`config.mk`:
```
export PLATFORM = sky130hd
export DESIGN_NAME = face_scan_sequencer
export DESIGN_NICKNAME = d
export VERILOG_FILES = /design/src/rtl/face_scan_sequencer_pkg.sv /design/src/rtl/face_scan_sequencer_frame_tick_gen.sv /design/src/rtl/face_scan_sequencer.sv
export SDC_FILE = /design/constraint.sdc
export NUM_CORES = 1
export LEC_CHECK = 0
export BUFFER_PORTS_ARGS = -buffer_cell sky130_fd_sc_hd__buf_2
export CORE_UTILIZATION = 40
export DETAILED_ROUTE_END_ITERATION = 12
export MAX_ROUTING_LAYER = met4
export PLACE_DENSITY = 0.67
export SYNTH_ARGS = -nofsm -noshare
export SYNTH_HDL_FRONTEND = slang
export SYNTH_SLANG_ARGS = --single-unit
```
`constraint.sdc`:
```
create_clock -name Clk -period 2.4 [get_ports Clk]
set_input_delay 0.24 -clock Clk [delete_from_list [all_inputs] [get_ports Clk]]
set_output_delay 0.24 -clock Clk [all_outputs]
set_load 0.02 [all_outputs]
```
`src/rtl/face_scan_sequencer_pkg.sv`:
```
// -----------------------------------------------------------------------------
// scan_pkg
// Shared types and constants for the six-face cube scan controller.
//   state_t           : scan sequencer states
//   color_code_t      : one classified sticker colour code
//   STICKERS_PER_FACE : stickers captured per face
//   CENTER_IDX        : sticker index of the face centre (fixed colour per face)
// -----------------------------------------------------------------------------
package scan_pkg;

    localparam int CODE_BITS         = 3;
    localparam int STICKERS_PER_FACE = 9;
    localparam int CENTER_IDX        = 4;

    typedef logic [CODE_BITS-1:0] color_code_t;

    typedef enum logic [3:0] {
        IDLE,
        WAIT_EXEC,
        DETECT,
        CENTERS,
        INIT,
        SAMPLE,
        CHECK,
        STORE,
        VERIFY,
        ALL_DONE,
        ERROR
    } state_t;

endpackage

```
`src/rtl/face_scan_sequencer_frame_tick_gen.sv`:
```
// -----------------------------------------------------------------------------
// frame_tick_gen
// One-cycle pulse when the CCD pixel counters move into (0,0) from any other
// position. Holding the counters at (0,0) produces no further pulses.
// Ports:
//   Clk, Reset : clock, asynchronous active-low reset
//   i_x, i_y   : pixel column / row counters
//   o_tick     : frame start pulse
// -----------------------------------------------------------------------------
module frame_tick_gen #(
    parameter int CNT_W = 11
) (
    input  logic             Clk,
    input  logic             Reset,
    input  logic [CNT_W-1:0] i_x,
    input  logic [CNT_W-1:0] i_y,
    output logic             o_tick
);

    logic w_zero;
    logic r_prev_zero;

    assign w_zero = (i_x == '0) && (i_y == '0);

    // Reset value 1: counters already sitting at (0,0) when reset releases
    // are not treated as a fresh frame start.
    always_ff @(posedge Clk or negedge Reset) begin
        if (!Reset) begin
            r_prev_zero <= 1'b1;
        end else begin
            r_prev_zero <= w_zero;
        end
    end

    assign o_tick = w_zero & ~r_prev_zero;

endmodule

```
`src/rtl/face_scan_sequencer.sv`:
```
// -----------------------------------------------------------------------------
// face_scan_sequencer
// Top-level scan controller for the six-face cube capture. Walks each face
// through detect -> centres -> accumulator init -> colour sampling -> colour
// check -> store, one video frame at a time, and raises algstart once every
// face is in the sticker bank.
// Ports:
//   Clk, Reset          : clock, asynchronous active-low reset
//   Execute             : debounced button level; rising edge starts/advances
//   X_Cont, Y_Cont      : CCD pixel counters (frame timing)
//   CubeDetected        : cube corner found
//   gotCenters          : block centres valid
//   color_codes         : nine classified codes, sticker 0 in the LSBs
//   ds, gc, init, cs, cc: datapath enables (Moore-decoded from state)
//   face_idx            : face being scanned
//   cube_state          : sticker bank, face f sticker s at (f*9+s)*CODE_W
//   facedone            : pulse once a face has been written to the bank
//   algstart            : high while all faces are captured
//   scan_error          : high in the error state
// Build option:
//   SCAN_CONSISTENCY_CHECK_EN : after the last face, scan the bank one sticker
//   per cycle; every colour must appear nine times and the six centres must
//   differ, otherwise enter ERROR and restart the scan from face 0.
// -----------------------------------------------------------------------------
module face_scan_sequencer
    import scan_pkg::*;
#(
    parameter int NUM_FACES      = 6,
    parameter int SAMPLE_FRAMES  = 4,
    parameter int DETECT_TIMEOUT = 30,
    parameter int CODE_W         = CODE_BITS
) (
    input  logic                                        Clk,
    input  logic                                        Reset,
    input  logic                                        Execute,
    input  logic [10:0]                                 X_Cont,
    input  logic [10:0]                                 Y_Cont,
    input  logic                                        CubeDetected,
    input  logic                                        gotCenters,
    input  logic [STICKERS_PER_FACE*CODE_W-1:0]         color_codes,
    output logic                                        ds,
    output logic                                        gc,
    output logic                                        init,
    output logic                                        cs,
    output logic                                        cc,
    output logic [2:0]                                  face_idx,
    output logic [NUM_FACES*STICKERS_PER_FACE*CODE_W-1:0] cube_state,
    output logic                                        facedone,
    output logic                                        algstart,
    output logic                                        scan_error
);

    localparam int SLOT_W = STICKERS_PER_FACE * CODE_W;
    localparam int BANK_W = NUM_FACES * SLOT_W;
    localparam int FCNT_W = 8;

    state_t              r_state;
    logic [2:0]          r_face_idx;
    logic [FCNT_W-1:0]   r_frame_cnt;
    logic [BANK_W-1:0]   r_cube;
    logic                r_facedone;
    logic                r_exec_q;

    logic                w_frame_tick;
    logic                w_exec_rise;
    logic [FCNT_W-1:0]   w_cnt_next;
    logic                w_found;

    frame_tick_gen #(.CNT_W(11)) u_frame_tick (
        .Clk    (Clk),
        .Reset  (Reset),
        .i_x    (X_Cont),
        .i_y    (Y_Cont),
        .o_tick (w_frame_tick)
    );

    assign w_exec_rise = Execute & ~r_exec_q;
    // Saturating frame counter increment.
    assign w_cnt_next  = (r_frame_cnt == '1) ? r_frame_cnt : r_frame_cnt + FCNT_W'(1);
    // DETECT and CENTERS share the timeout rule; only the qualifier differs.
    assign w_found     = (r_state == DETECT) ? CubeDetected : gotCenters;

`ifdef SCAN_CONSISTENCY_CHECK_EN
    localparam int NCODES = 1 << CODE_W;

    logic [5:0]        r_vidx;
    logic [3:0]        r_vsub;
    logic [5:0]        r_hist [NCODES];
    logic [NCODES-1:0] r_center_seen;
    logic              r_dup;
    logic              r_verify_fail;
    logic [CODE_W-1:0] w_code;
    logic              w_hist_ok;

    assign w_code = r_cube[r_vidx*CODE_W +: CODE_W];

    always_comb begin
        w_hist_ok = 1'b1;
        for (int c = 0; c < 6; c++) begin
            if (r_hist[c] != 6'(STICKERS_PER_FACE)) w_hist_ok = 1'b0;
        end
    end
`endif

    always_ff @(posedge Clk or negedge Reset) begin
        if (!Reset) begin
            r_state     <= IDLE;
            r_face_idx  <= '0;
            r_frame_cnt <= '0;
            r_cube      <= '0;
            r_facedone  <= 1'b0;
            r_exec_q    <= 1'b0;
`ifdef SCAN_CONSISTENCY_CHECK_EN
            r_vidx        <= '0;
            r_vsub        <= '0;
            r_center_seen <= '0;
            r_dup         <= 1'b0;
            r_verify_fail <= 1'b0;
            for (int c = 0; c < NCODES; c++) r_hist[c] <= '0;
`endif
        end else begin
            r_exec_q   <= Execute;
            r_facedone <= 1'b0;
            unique case (r_state)
                IDLE, WAIT_EXEC: begin
                    if (w_exec_rise) begin
                        r_state     <= DETECT;
                        r_frame_cnt <= '0;
                        if (r_state == IDLE) r_face_idx <= '0;
                    end
                end
                DETECT, CENTERS: begin
                    if (w_frame_tick) begin
                        if (w_found) begin
                            r_state     <= (r_state == DETECT) ? CENTERS : INIT;
                            r_frame_cnt <= '0;
                        end else begin
                            r_frame_cnt <= w_cnt_next;
                            if (w_cnt_next == FCNT_W'(DETECT_TIMEOUT)) r_state <= ERROR;
                        end
                    end
                end
                INIT: begin
                    r_state     <= SAMPLE;
                    r_frame_cnt <= '0;
                end
                SAMPLE: begin
                    if (w_frame_tick) begin
                        if (w_cnt_next == FCNT_W'(SAMPLE_FRAMES)) begin
                            r_state     <= CHECK;
                            r_frame_cnt <= '0;
                        end else begin
                            r_frame_cnt <= w_cnt_next;
                        end
                    end
                end
                CHECK: begin
                    if (w_frame_tick) r_state <= STORE;
                end
                STORE: begin
                    for (int f = 0; f < NUM_FACES; f++) begin
                        if (r_face_idx == 3'(f)) r_cube[f*SLOT_W +: SLOT_W] <= color_codes;
                    end
                    r_facedone <= 1'b1;
                    if (r_face_idx == 3'(NUM_FACES-1)) begin
`ifdef SCAN_CONSISTENCY_CHECK_EN
                        r_state       <= VERIFY;
                        r_vidx        <= '0;
                        r_vsub        <= '0;
                        r_center_seen <= '0;
                        r_dup         <= 1'b0;
                        for (int c = 0; c < NCODES; c++) r_hist[c] <= '0;
`else
                        r_state <= ALL_DONE;
`endif
                    end else begin
                        r_face_idx <= r_face_idx + 3'd1;
                        r_state    <= WAIT_EXEC;
                    end
                end
`ifdef SCAN_CONSISTENCY_CHECK_EN
                VERIFY: begin
                    if (r_vidx != 6'(NUM_FACES*STICKERS_PER_FACE)) begin
                        r_hist[w_code] <= r_hist[w_code] + 6'd1;
                        if (r_vsub == 4'(CENTER_IDX)) begin
                            if (r_center_seen[w_code]) r_dup <= 1'b1;
                            r_center_seen[w_code] <= 1'b1;
                        end
                        r_vsub <= (r_vsub == 4'(STICKERS_PER_FACE-1)) ? 4'd0 : r_vsub + 4'd1;
                        r_vidx <= r_vidx + 6'd1;
                    end else if (w_hist_ok && !r_dup) begin
                        r_state <= ALL_DONE;
                    end else begin
                        r_state       <= ERROR;
                        r_verify_fail <= 1'b1;
                    end
                end
`endif
                ALL_DONE: begin
                    if (w_exec_rise) begin
                        r_cube      <= '0;
                        r_face_idx  <= '0;
                        r_frame_cnt <= '0;
                        r_state     <= DETECT;
                    end
                end
                ERROR: begin
                    if (w_exec_rise) begin
                        r_frame_cnt <= '0;
                        r_state     <= DETECT;
`ifdef SCAN_CONSISTENCY_CHECK_EN
                        // A failed bank check invalidates every face.
                        if (r_verify_fail) begin
                            r_verify_fail <= 1'b0;
                            r_face_idx    <= '0;
                            r_cube        <= '0;
                        end
`endif
                    end
                end
                default: r_state <= IDLE;
            endcase
        end
    end

    assign ds         = (r_state == DETECT) || (r_state == CENTERS);
    assign gc         = (r_state == CENTERS) || (r_state == SAMPLE);
    assign init       = (r_state == INIT);
    assign cs         = (r_state == SAMPLE);
    assign cc         = (r_state == CHECK);
    assign face_idx   = r_face_idx;
    assign cube_state = r_cube;
    assign facedone   = r_facedone;
    assign algstart   = (r_state == ALL_DONE);
    assign scan_error = (r_state == ERROR);

endmodule

```
# [Yosys cells after proc, flatten, opt, wreduce, memory -nomap -nowiden]
# Cells that the tools add are included.
[op_classes] addsub=2 eq_ne=33 muxes=32 bitwise_logic=4 n_reduce_logical=22
[op_table] operator="case mux 162 bit (2 select lines)" count=1
[op_table] operator="two-way mux 162 bit" count=1
[op_table] operator="two-way mux 27 bit" count=6
[op_table] operator="two-way mux 8 bit" count=6
[op_table] operator="two-way mux 4 bit" count=8
[op_table] operator="case mux 8 bit (4 select lines)" count=1
[op_table] operator="case mux 4 bit (6 select lines)" count=1
[op_table] operator="zero test 11 bit" count=2
[op_table] operator="inequality test 2 bit, second input constant" count=9
[op_table] operator="AND reduction 3 bit" count=6
[op_table] operator="equality test 4 x 3 -> 1 bit, second input constant" count=4
[op_table] operator="two-way mux 3 bit" count=5
[op_table] operator="inequality test 2 x 1 -> 1 bit, second input constant" count=6
[op_table] operator="case mux 3 bit (3 select lines)" count=1
[op_table] operator="adder 8 x 1 -> 8 bit, second input constant" count=1
[op_table] operator="equality test 4 x 2 -> 1 bit, second input constant" count=2
[op_table] operator="equality test 4 bit, second input constant" count=2
[op_table] operator="equality test 8 x 3 -> 1 bit, second input constant" count=1
[op_table] operator="equality test 8 x 5 -> 1 bit, second input constant" count=1
[op_table] operator="equality test 8 bit, second input constant" count=1
[op_table] operator="equality test 3 x 2 -> 1 bit, second input constant" count=2
[op_table] operator="equality test 3 bit, second input constant" count=2
[op_table] operator="AND reduction 6 bit" count=1
[op_table] operator="AND reduction 5 bit" count=1
[op_table] operator="17 further kinds" count=22
[totals] reg_bits=180 inputBits=54 output_inout_bits=173 elab_cells=105

# [Logic depth before layout (Yosys ltp)]
# Gate-level depths: netlist of run 1.
[logic_depth] depth_word=7 depth_mapped=10 mapped_depth_nobuf=8

# [Hierarchy]
# Synthesis of run 1 repeated with hierarchy kept, for this count alone.
[hier_totals] cells_unflattened=725 area_unflattened_um2=7512.2
[modules_own_cells] mod="face_scan_sequencer" instances=1 cells_each=714 area_per_inst_um2=7427.1 seq_area_each_um2=4479.3
[modules_own_cells] mod="frame_tick_gen" instances=1 cells_each=11 area_per_inst_um2=85.1 seq_area_each_um2=26.3

# [Worst setup path after synthesis of run 1]
# Ideal clock, no wire load.
[synth_timing] path_kind="register to register" start="register r_frame_cnt[0]" end="register r_state[1]" setup_ns=0.119 arrival_ns=2.143 required_time_ns=2.281 slack_ns=0.138 stages_incl_launch_ff=10 n_path_buf=1 synth_period_minus_slack_ns=2.262 path_cell_list="dfrtp_1 ha_1 and3_1 buf_2 mux2i_1 a31oi_1 a311o_2 a32oi_2 o311ai_1 o21a_1"
[synth_between] elab_chain_cells=5 elab_cells_between_ends=8 classes_between="add/sub: 1; eq/ne: 5; mux: 1; reduce/logical: 1"
[synth_rtl] item="from (decl)" line_no="face_scan_sequencer.sv:59" rtl="logic [FCNT_W-1:0] r_frame_cnt;"
[synth_rtl] item="from (signal assigned)" line_no="face_scan_sequencer.sv:138" rtl="r_frame_cnt <= w_cnt_next;"
[synth_rtl] item="from (signal assigned)" line_no="face_scan_sequencer.sv:153" rtl="r_frame_cnt <= w_cnt_next;"
[synth_rtl] item="adder 8 x 1 -> 8 bit / equality test 8 bit (equally long branches)" line_no="face_scan_sequencer.sv:79" rtl="assign w_cnt_next = (r_frame_cnt == '1) ? r_frame_cnt : r_frame_cnt + FCNT_W'(1);"
[synth_rtl] item="two-way mux 8 bit (*)" line_no="face_scan_sequencer.sv:79"
[synth_rtl] item="equality test 8 x 5 -> 1 bit / equality test 8 x 3 -> 1 bit (equally long branches)" line_no="face_scan_sequencer.sv:139, face_scan_sequencer.sv:149"
[synth_rtl] item="inequality test 3 bit (no line) / inequality test 2 x 1 -> 1 bit (equally long branches)"
[synth_rtl] item="AND reduction 6 bit (no line) (*)"
[synth_rtl] item="to (signal assigned)" line_no="face_scan_sequencer.sv:135" rtl="r_state <= (r_state == DETECT) ? CENTERS : INIT;"
[synth_rtl] item="to (decl)" line_no="face_scan_sequencer.sv:57" rtl="state_t r_state;"
# Mark *: on every way between the ends. The rest lies on a longest branch, timed or not.
# A chain may end at the register's enable or synchronous reset.

# [Worst setup path in the final report of run 1]
# Same ends and word-level chain as after synthesis.

==> flow_summary.json, run 1 <==
{
  "rsz0062_at_grt": "false",
  "synth_ff_type": "dfrtp_1",
  "htree_levels": 4,
  "critical_path_class": "flop to flop",
  "max-slew-margin-rel_pct": 30.4,
  "hold_path_startpoint": "color_codes[24]",
  "ys_types": 60,
  "clock_sinks": 180,
  "nets": 1031,
  "finalSetupViolations": 0,
  "postCtsSetupRepairBufs": 0,
  "hp-class": "input port to flop",
  "ys_ff_latch": 180,
  "synth_area_um2": 7520,
  "required_ns": 2.72,
  "clock-skew-final_ns": 0.00928,
  "cap_violations": 0,
  "hold_violations": 0,
  "postSynth.asyncResetShare_pct": 100,
  "die_area_um2": 19400,
  "grt_pass1_vias": 6293,
  "finalCritPeriodShare_pct": 95.4,
  "ir_drop_uv": 509,
  "fin_tns_setup_ns": 0,
  "cts_buffer_depth": 2,
  "vias": 6557,
  "n_antenna_cell": 0,
  "gp_congestion": 0.886,
  "drc": 14,
  "num_rows": 49,
  "r2r_slack_ns": 0.11,
  "cts_buffers": 17,
  "end_kind": "flop",
  "synth_edf_count": 0,
  "r2r_end": "r_state[1]",
  "coreArea_um2": 18200,
  "drt-total-wl_um": 22700,
  "antenna_found_initial": 0,
  "fp.dieH_um": 139,
  "die_w_um": 139,
  "syn2layout_area_growth_pct": 29.9,
  "portBuffers": 226,
  "fmax_ghz": 0.437,
  "critPathLaunchType": "flop",
  "place_area_um2": 9120,
  "final_util_pct": 53.7,
  "dp.final_hpwl_um": 15200,
  "period_minus_slack_ns": 2.29,
  "power.density_nw_per_um2": 1050,
  "worst_slew_pin_slew_ns": 1.04,
  "yosysWarnings": 0,
  "drt_iter0_markers": 529,
  "path_clk_slew_ns": 0.07,
  "antenna_left": 0,
  "avgViaCountPerCell": 5.41,
  "cp-startpoint": "r_frame_cnt[0]",
  "grt_use_total_pct": 24.9,
  "p_leak_nw": 5.17,
  "r2r_cells": 8,
  "grt_max_degree": 66,
  "io_pins": 227,
  "cts_tree": "yes",
  "root_buffer": "clkbuf_16",
  "yosysSeqAreaShare_pct": 59.9,
  "syn_nets": 797,
  "worstPathArrival_ns": 2.61,
  "timing.rr.start": "r_frame_cnt[0]",
  "critPathCapture": "r_state[1]",
  "final_area_um2": 9780,
  "violations": "DRC",
  "grt_overflow": 0,
  "drive_above_1_share_pct": 32.3,
  "synth.avg_cell_area_um2": 10.2,
  "syn_inst": 737,
  "clkLatencyLatePin_ns": 0.42,
  "first_pass_iters": 12,
  "critPathMaxFanout": 5,
  "status": "finished with violations",
  "grt_pass1_wl_um": 35800,
  "post_drt_wl_per_cell_um": 18.7,
  "start_util_pct": 41.3,
  "finalMaxSlewViolations": 0
}
-- registers in the layout, indices dropped and copies added, names as in the netlist --
register,flops
cube_state,162
face_idx,3
r_frame_cnt,8
u_frame_tick.r_prev_zero,1
r_exec_q,1
facedone,1
r_state,4
-- routing by layer --
layer  global-route usage, %  vias up  share of wire, %
met3                    5.21       38               5.8
met5                       -        -                 0
li1                        -     3063                 -
met4                    8.30        0               2.0
met1                    32.8     3202                45
met2                    38.4      254                47
-- through the flow --
stage / instances / setup WS (ns) / power, W / hold slack, ns
after CTS: 1213 / 0.130 / 0.0104 / 0.0720
after detailed placement: 1179 / 0.123 / 0.00734 / 0.254
after global placement: 1179 / 0.158 / 0.00730 / 0.252
final: 1213 / 0.111 / 0.0103 / 0.0880
after floorplan: 737 / 0.138 / 0.00606 / -0.0556
after global routing: 1213 / 0.0294 / 0.0108 / 0.0726
-- report_power, final --
| part | internal (W) | total (W) | switching [W] | leakage, nW |
|---|---|---|---|---|
| Combinational | 0.00116 | 0.00322 | 0.00206 | 2.42 |
| Clock | 0.00171 | 0.00301 | 0.00129 | 0.303 |
| Sequential | 0.00368 | 0.00408 | 0.000402 | 2.45 |
| Total | 0.00655 | 0.0103 | 0.00376 | 5.17 |
-- cell type report --
class	count	area, µm²
Fill cell	1671	8430
Sequential cell	180	4510
Multi-Input combinational cell	493	2790
Timing Repair Buffer	264	1510
Clock buffer	19	443
Tap cell	229	287
Clock inverter	13	190
Inverter	15	56.3
-- critical path: stages, from the launching register on --
cell,delay [ns]
dfrtp_1,0.38
ha_1,0.24
nand2b_1,0.15
a221oi_1,0.28
o21ai_1,0.12
a311o_2,0.41
a32oi_2,0.32
o311ai_1,0.15
o21a_1,0.13
-- cells in the mapped netlist, types with 3 or more instances --
cell type / n / share of area, %
a21oi_1: 13 / 0.86
a22o_1: 71 / 8.3
a31oi_1: 7 / 0.58
and2_1: 3 / 0.25
and3_1: 8 / 0.67
buf_2: 7 / 0.47
clkbuf_1: 38 / 1.9
dfrtp_1: 179 / 60
ha_1: 6 / 1.0
inv_1: 10 / 0.50
inv_2: 5 / 0.25
nand2_1: 192 / 9.6
nand2b_1: 6 / 0.50
nand3_1: 11 / 0.73
nand4_1: 3 / 0.25
nor2_1: 16 / 0.80
nor3_1: 5 / 0.33
nor4_1: 4 / 0.33
o21ai_0: 11 / 0.73
o21ai_1: 94 / 6.3
-- worst min path at each step --
stage          cells after the start              to  slack, ns
2_1_floorplan                      0   cube_state[0]      -0.06
3_3_place_gp                       1  cube_state[23]       0.25
3_5_place_dp                       1  cube_state[23]       0.25
4_1_cts                            3  cube_state[24]       0.07
5_1_grt                            3  cube_state[78]       0.07
6_report                           3  cube_state[78]       0.09
-- repair_timing --
item	in CTS	in global routing
setup endpoints to repair	0	0
hold endpoints to repair	55	0
hold buffers	2	0
resized for setup	0	0
-- cells by family (layout without fill, tap and decap cells) --
| logic type | after synthesis | count (layout) | synth area share, % |
|---|---|---|---|
| buffers and inverters | 64 | 311 | 3.56 |
| AOI/OAI and AO/OA | 225 | 225 | 20.4 |
| and+or+nand+nor | 258 | 258 | 14.7 |
| muxes | 2 | 2 | 0.266 |
| xor gates and xnor gates | 2 | 2 | 0.233 |
| DFF | 180 | 180 | 59.9 |
| adders and majority gates | 6 | 6 | 0.998 |
-- cell usage in the layout, fill, tap and decap left out, types with 4 or more instances in the layout --
cell,n
ha_1,6
inv_2,5
a22o_1,71
nor4_1,4
nor3_1,5
nand2b_1,6
o21ai_0,11
nand2_1,191
nand3_1,10
inv_1,10
a31oi_1,6
and3_1,6
dfrtp_1,179
a21oi_1,13
o21ai_1,94
buf_12,6
buf_2,225
nor2_1,13
buf_4,30
clkbuf_16,17
Power figures use the tool's default switching activity.
==> inputs of run 2 (changes only) <==
--- a/config.mk
+++ b/config.mk
@@ -5,11 +5,10 @@
 export SDC_FILE = /design/constraint.sdc
 export NUM_CORES = 1
 export LEC_CHECK = 0
-export BUFFER_PORTS_ARGS = -buffer_cell sky130_fd_sc_hd__buf_2
 export CORE_UTILIZATION = 40
 export DETAILED_ROUTE_END_ITERATION = 12
+export DONT_BUFFER_PORTS = 1
 export MAX_ROUTING_LAYER = met4
-export PLACE_DENSITY = 0.67
 export SYNTH_ARGS = -nofsm -noshare
 export SYNTH_HDL_FRONTEND = slang
 export SYNTH_SLANG_ARGS = --single-unit
==> flow_summary.json, run 2 (same netlist as run 1, synthesis figures left out) <==
{
  "num_rows": 49,
  "dp.final_hpwl_um": 14400,
  "place_ws_ns": -0.0201,
  "final_cells": 1006,
  "cp-startpoint": "r_frame_cnt[2]",
  "worst_slew_pin_slew_ns": 1.01,
  "grt_use_total_pct": 23.7,
  "cts_buffers": 17,
  "avgViaCountPerCell": 5.77,
  "fmax_ghz": 0.433,
  "drt_iter0_markers": 385,
  "syn2layout_area_growth_pct": 17.4,
  "grt_overflow": 0,
  "max-slew-margin-rel_pct": 32.6,
  "final_cell_mix": "nand2_1, dfrtp_1, o21ai_1",
  "r2r_cells": 7,
  "gp_congestion": 0.926,
  "hp-class": "input port to asynchronous set/reset pin",
  "clkPwrFrac_pct": 30.2,
  "finalSetupViolations": 0,
  "period_minus_slack_ns": 2.31,
  "coreArea_um2": 18200,
  "rsz0062_at_grt": "false",
  "die_w_um": 139,
  "grt_max_degree": 181,
  "antenna_found_initial": 0,
  "mostFrequentLayoutCell": "nand2_1",
  "cts_buffer_depth": 2,
  "seq_power_share_pct": 52.7,
  "r2r_end": "r_state[1]",
  "io_pins": 227,
  "power_w": 0.00959,
  "root_buffer": "clkbuf_16",
  "nets": 824,
  "die_area_um2": 19400,
  "final_area_um2": 8830,
  "portBuffers": 0,
  "clock_sinks": 180,
  "critPathLaunchType": "flop",
  "finalMaxSlewViolations": 0,
  "setup_ws_ns": 0.0928,
  "drive_above_1_share_pct": 11.5,
  "p_leak_nw": 4.09,
  "critical_path_class": "flop to flop",
  "n_antenna_cell": 0,
  "r2r_slack_ns": 0.09,
  "holdWs_ns": -0.485,
  "p_sw_w": 0.00362,
  "post_drt_wl_per_cell_um": 21.9,
  "hold_violations": 180,
  "grt_pass1_wl_um": 34000,
  "pwr-share-comb_pct": 17.0,
  "clkLatencyLatePin_ns": 0.42,
  "end_kind": "flop",
  "final_util_pct": 48.5,
  "violations": "DRC, hold timing",
  "critPathMaxFanout": 10,
  "required_ns": 2.76,
  "cts_tree": "yes",
  "grt_pass1_vias": 5696,
  "dp_cells": 943,
  "status": "finished with violations",
  "drc": 11,
  "power.density_nw_per_um2": 1090,
  "ir_drop_uv": 573,
  "worstPathArrival_ns": 2.66,
  "vias": 5808,
  "first_pass_iters": 11,
  "timing.rr.start": "r_frame_cnt[2]",
  "finalCritPeriodShare_pct": 96.1,
  "largest_reg_flops": 162,
  "antenna_left": 0,
  "drt-total-wl_um": 22000,
  "start_util_pct": 41.3,
  "p_sw_share_pct": 37.7,
  "place_area_um2": 7880,
  "clock-skew-final_ns": 0.0108,
  "postCtsSetupRepairBufs": 0,
  "cts_hold_buffers": 31,
  "path_clk_slew_ns": 0.07,
  "htree_levels": 4,
  "cellInternalPower_w": 0.00597,
  "cap_violations": 0,
  "fp.dieH_um": 139
}
[run 2: cell types whose count changed in the layout (fill, tap and decap cells not counted), moves of 2 or more]
cell and delta:
clkbuf_8 -2, dfrtp_2 +3, dlygate4sd3_1 +29, buf_4 -8, buf_2 -225, dfrtp_1 -3, buf_12 -2
[run 2: layout make-up]
class                           count  area, µm²
Sequential cell                   180       4510
Tap cell                          229        287
Timing Repair Buffer               57        556
Multi-Input combinational cell    493       2810
Inverter                           15       56.3
Clock buffer                       17        425
Fill cell                        1642       9370
Clock inverter                     15        189
[run 2: repair_timing]
item,in CTS,in global routing
setup endpoints to repair,1,24
resized for setup,1,6
endpoints found under the hold margin,343,180
[run 2: per-layer routing]
layer  wire (µm)  vias up  GRT usage (%)
li1            -     2649              -
met2       10700      245           37.4
met3        1660       33           5.94
met4         380        0           7.60
met1        9310     2881           29.9
met5           0        -              -
[run 2: power groups by stage]
| stage | Combinational [W] | Clock [W] | Sequential (W) |
|---|---|---|---|
| final | 0.00163 | 0.00290 | 0.00506 |
| after global routing | 0.00183 | 0.00307 | 0.00513 |
| after CTS | 0.00161 | 0.00296 | 0.00506 |
| after detailed placement | 0.00152 | 0 | 0.00510 |
| after global placement | 0.00143 | 0 | 0.00509 |
| after floorplan | 0.00121 | 0 | 0.00485 |
[run 2: stage by stage]
stage,hold WS (ns),setup TNS [ns]
floorplan,-0.0556,0
CTS,-0.510,0
global placement,-0.0496,0
global route,-0.509,0
detailed placement,-0.0502,-0.0201
finish,-0.485,0
[run 2: worst max-delay path: stages (launching register included)]
cell and delay, ns:
dfrtp_1 0.50, and4_1 0.34, and2_1 0.21, a31oi_1 0.14, a2111o_1 0.42, o21a_1 0.19, o311ai_1 0.28, o21a_1 0.17
[run 2: worst max path at each step]
stage	endpoint	slack, ns	cells after the start
finish	r_state[1]	0.09	7
global route	cube_state[127]	0.005	7
CTS	r_state[1]	0.09	8
detailed placement	r_frame_cnt[2]	-0.02	4
global placement	r_frame_cnt[2]	0.11	4
floorplan	r_state[1]	0.14	9
==> inputs of run 3 (changes only) <==
--- a/config.mk
+++ b/config.mk
@@ -5,10 +5,11 @@
 export SDC_FILE = /design/constraint.sdc
 export NUM_CORES = 1
 export LEC_CHECK = 0
-export CORE_UTILIZATION = 40
+export CORE_UTILIZATION = 50
 export DETAILED_ROUTE_END_ITERATION = 12
 export DONT_BUFFER_PORTS = 1
 export MAX_ROUTING_LAYER = met4
+export PLACE_DENSITY = 0.68
 export SYNTH_ARGS = -nofsm -noshare
 export SYNTH_HDL_FRONTEND = slang
 export SYNTH_SLANG_ARGS = --single-unit
==> flow_summary.json, run 3 (same netlist as run 1, synthesis figures left out) <==
{
  "crit_family": "compound AO/OA/AOI/OAI gates",
  "clock_sinks": 180,
  "met2_usage_pct": 44.2,
  "clkLatencyLatePin_ns": 0.42,
  "largest_reg_flops": 162,
  "grt_pass1_vias": 5850,
  "crit_path_max_incr_delay_ns": 0.42,
  "cts_buffers": 17,
  "grt-busiest-layer": "met2",
  "cts_buffer_depth": 2,
  "post_drt_wl_per_cell_um": 21.4,
  "worstPathCellList": "ha_2, nand2b_1, a221oi_1, o21ai_1, a311o_2, a32oi_4, a21oi_1, a41oi_2",
  "cts_hold_buffers": 31,
  "grt_use_total_pct": 28.3,
  "finalMaxSlewViolations": 0,
  "avgViaCountPerCell": 6.01,
  "critPathMaxFanout": 7,
  "gp_congestion": 0.882,
  "cap_violations": 0,
  "drc": 0,
  "r2r_cells": 8,
  "required_ns": 2.73,
  "fin_tns_setup_ns": 0,
  "status": "finished with violations",
  "die_w_um": 125,
  "cts_tree": "yes",
  "fp.dieH_um": 125,
  "worst_path_max_delay_cell": "a311o_2",
  "finalCritPeriodShare_pct": 94.6,
  "first_pass_iters": 5,
  "critPathLaunchType": "flop",
  "grt_pass1_wl_um": 33200,
  "die_area_um2": 15500,
  "grt_max_degree": 181,
  "violations": "hold timing",
  "rsz0062_at_grt": "false",
  "grtUsageMet3_pct": 7.39,
  "syn2layout_area_growth_pct": 16.3,
  "clock-skew-final_ns": 0.0101,
  "antenna_found_initial": 0,
  "end_kind": "flop",
  "root_buffer": "clkbuf_16",
  "finalSetupViolations": 0,
  "coreArea_um2": 14600,
  "grt_overflow": 0,
  "r2r_slack_ns": 0.13,
  "final_util_pct": 60.0,
  "io_pins": 227,
  "path_clk_slew_ns": 0.08,
  "antenna_left": 0,
  "vias": 5831,
  "power.density_nw_per_um2": 1080,
  "critical_path_class": "flop to flop",
  "fmax_ghz": 0.441,
  "worst_slew_pin_slew_ns": 0.946,
  "htree_levels": 4,
  "drt-total-wl_um": 20800,
  "n_antenna_cell": 0,
  "nets": 834,
  "num_rows": 44,
  "drt_iter0_markers": 512,
  "postCtsSetupRepairBufs": 0,
  "portBuffers": 0,
  "dp.final_hpwl_um": 13600,
  "hold_violations": 180,
  "r2r_end": "r_state[3]",
  "worstPathArrival_ns": 2.61,
  "start_util_pct": 51.6,
  "max-slew-margin-rel_pct": 36.8,
  "period_minus_slack_ns": 2.27,
  "final_cell_mix": "nand2_1, dfrtp_1, o21ai_1",
  "cp_num_buf_inv": 0,
  "drive_above_1_share_pct": 12.1,
  "holdWs_ns": -0.488,
  "mostFrequentLayoutCell": "nand2_1",
  "use_met1_pct": 36.2,
  "hp-class": "input port to asynchronous set/reset pin",
  "ir_drop_uv": 619,
  "timing.rr.start": "r_frame_cnt[0]",
  "p_leak_nw": 4.11
}
[run 3: area by class of cell]
class                           count  area, µm²
Multi-Input combinational cell    493       2810
Inverter                           15       56.3
Sequential cell                   180       4510
Timing Repair Buffer               67        581
Fill cell                        1218       5840
Clock inverter                     14        131
Clock buffer                       18        439
Tap cell                          184        230
[run 3: per-layer routing]
metal,up-vias,wire (µm)
li1,2662,-
met1,2883,8680
met2,259,10100
met3,27,1640
met4,0,342
met5,-,0
[run 3: power breakdown]
group          leakage [nW]  switching [W]  internal [W]  total [W]
Combinational          1.38        0.00104      0.000760    0.00180
Sequential             2.45        0.00127       0.00368    0.00495
Clock                 0.278        0.00129       0.00141    0.00269
Total                  4.11        0.00360       0.00584    0.00944
[run 3: worst max path at each step]
| stage | start | endpoint | slack, ns | cells past startpoint |
|---|---|---|---|---|
| floorplan | r_frame_cnt[0] | r_state[1] | 0.14 | 9 |
| global placement | r_frame_cnt[0] | r_state[1] | 0.14 | 8 |
| detailed placement | r_frame_cnt[0] | r_state[1] | 0.09 | 8 |
| CTS | r_frame_cnt[0] | r_state[3] | 0.06 | 8 |
| global route | r_frame_cnt[0] | r_state[1] | 0.001 | 8 |
| finish | r_frame_cnt[0] | r_state[3] | 0.13 | 8 |
[run 3: what timing repair did]
item,CTS,global route
endpoints found under the setup margin,0,10
resized for setup,0,4
hold endpoints to repair,342,180
[run 3: metrics by stage]
step	hold WS (ns)	power (W)	cell area (µm²)	worst slack [ns]	std cells
3_5_place_dp	-0.0496	0.00668	7850	0.0945	908
3_3_place_gp	-0.0500	0.00660	7850	0.142	908
6_report	-0.488	0.00944	8750	0.130	971
4_1_cts	-0.510	0.00945	8730	0.0635	971
2_1_floorplan	-0.0556	0.00606	7520	0.138	737
5_1_grt	-0.515	0.00987	8750	0.00100	971
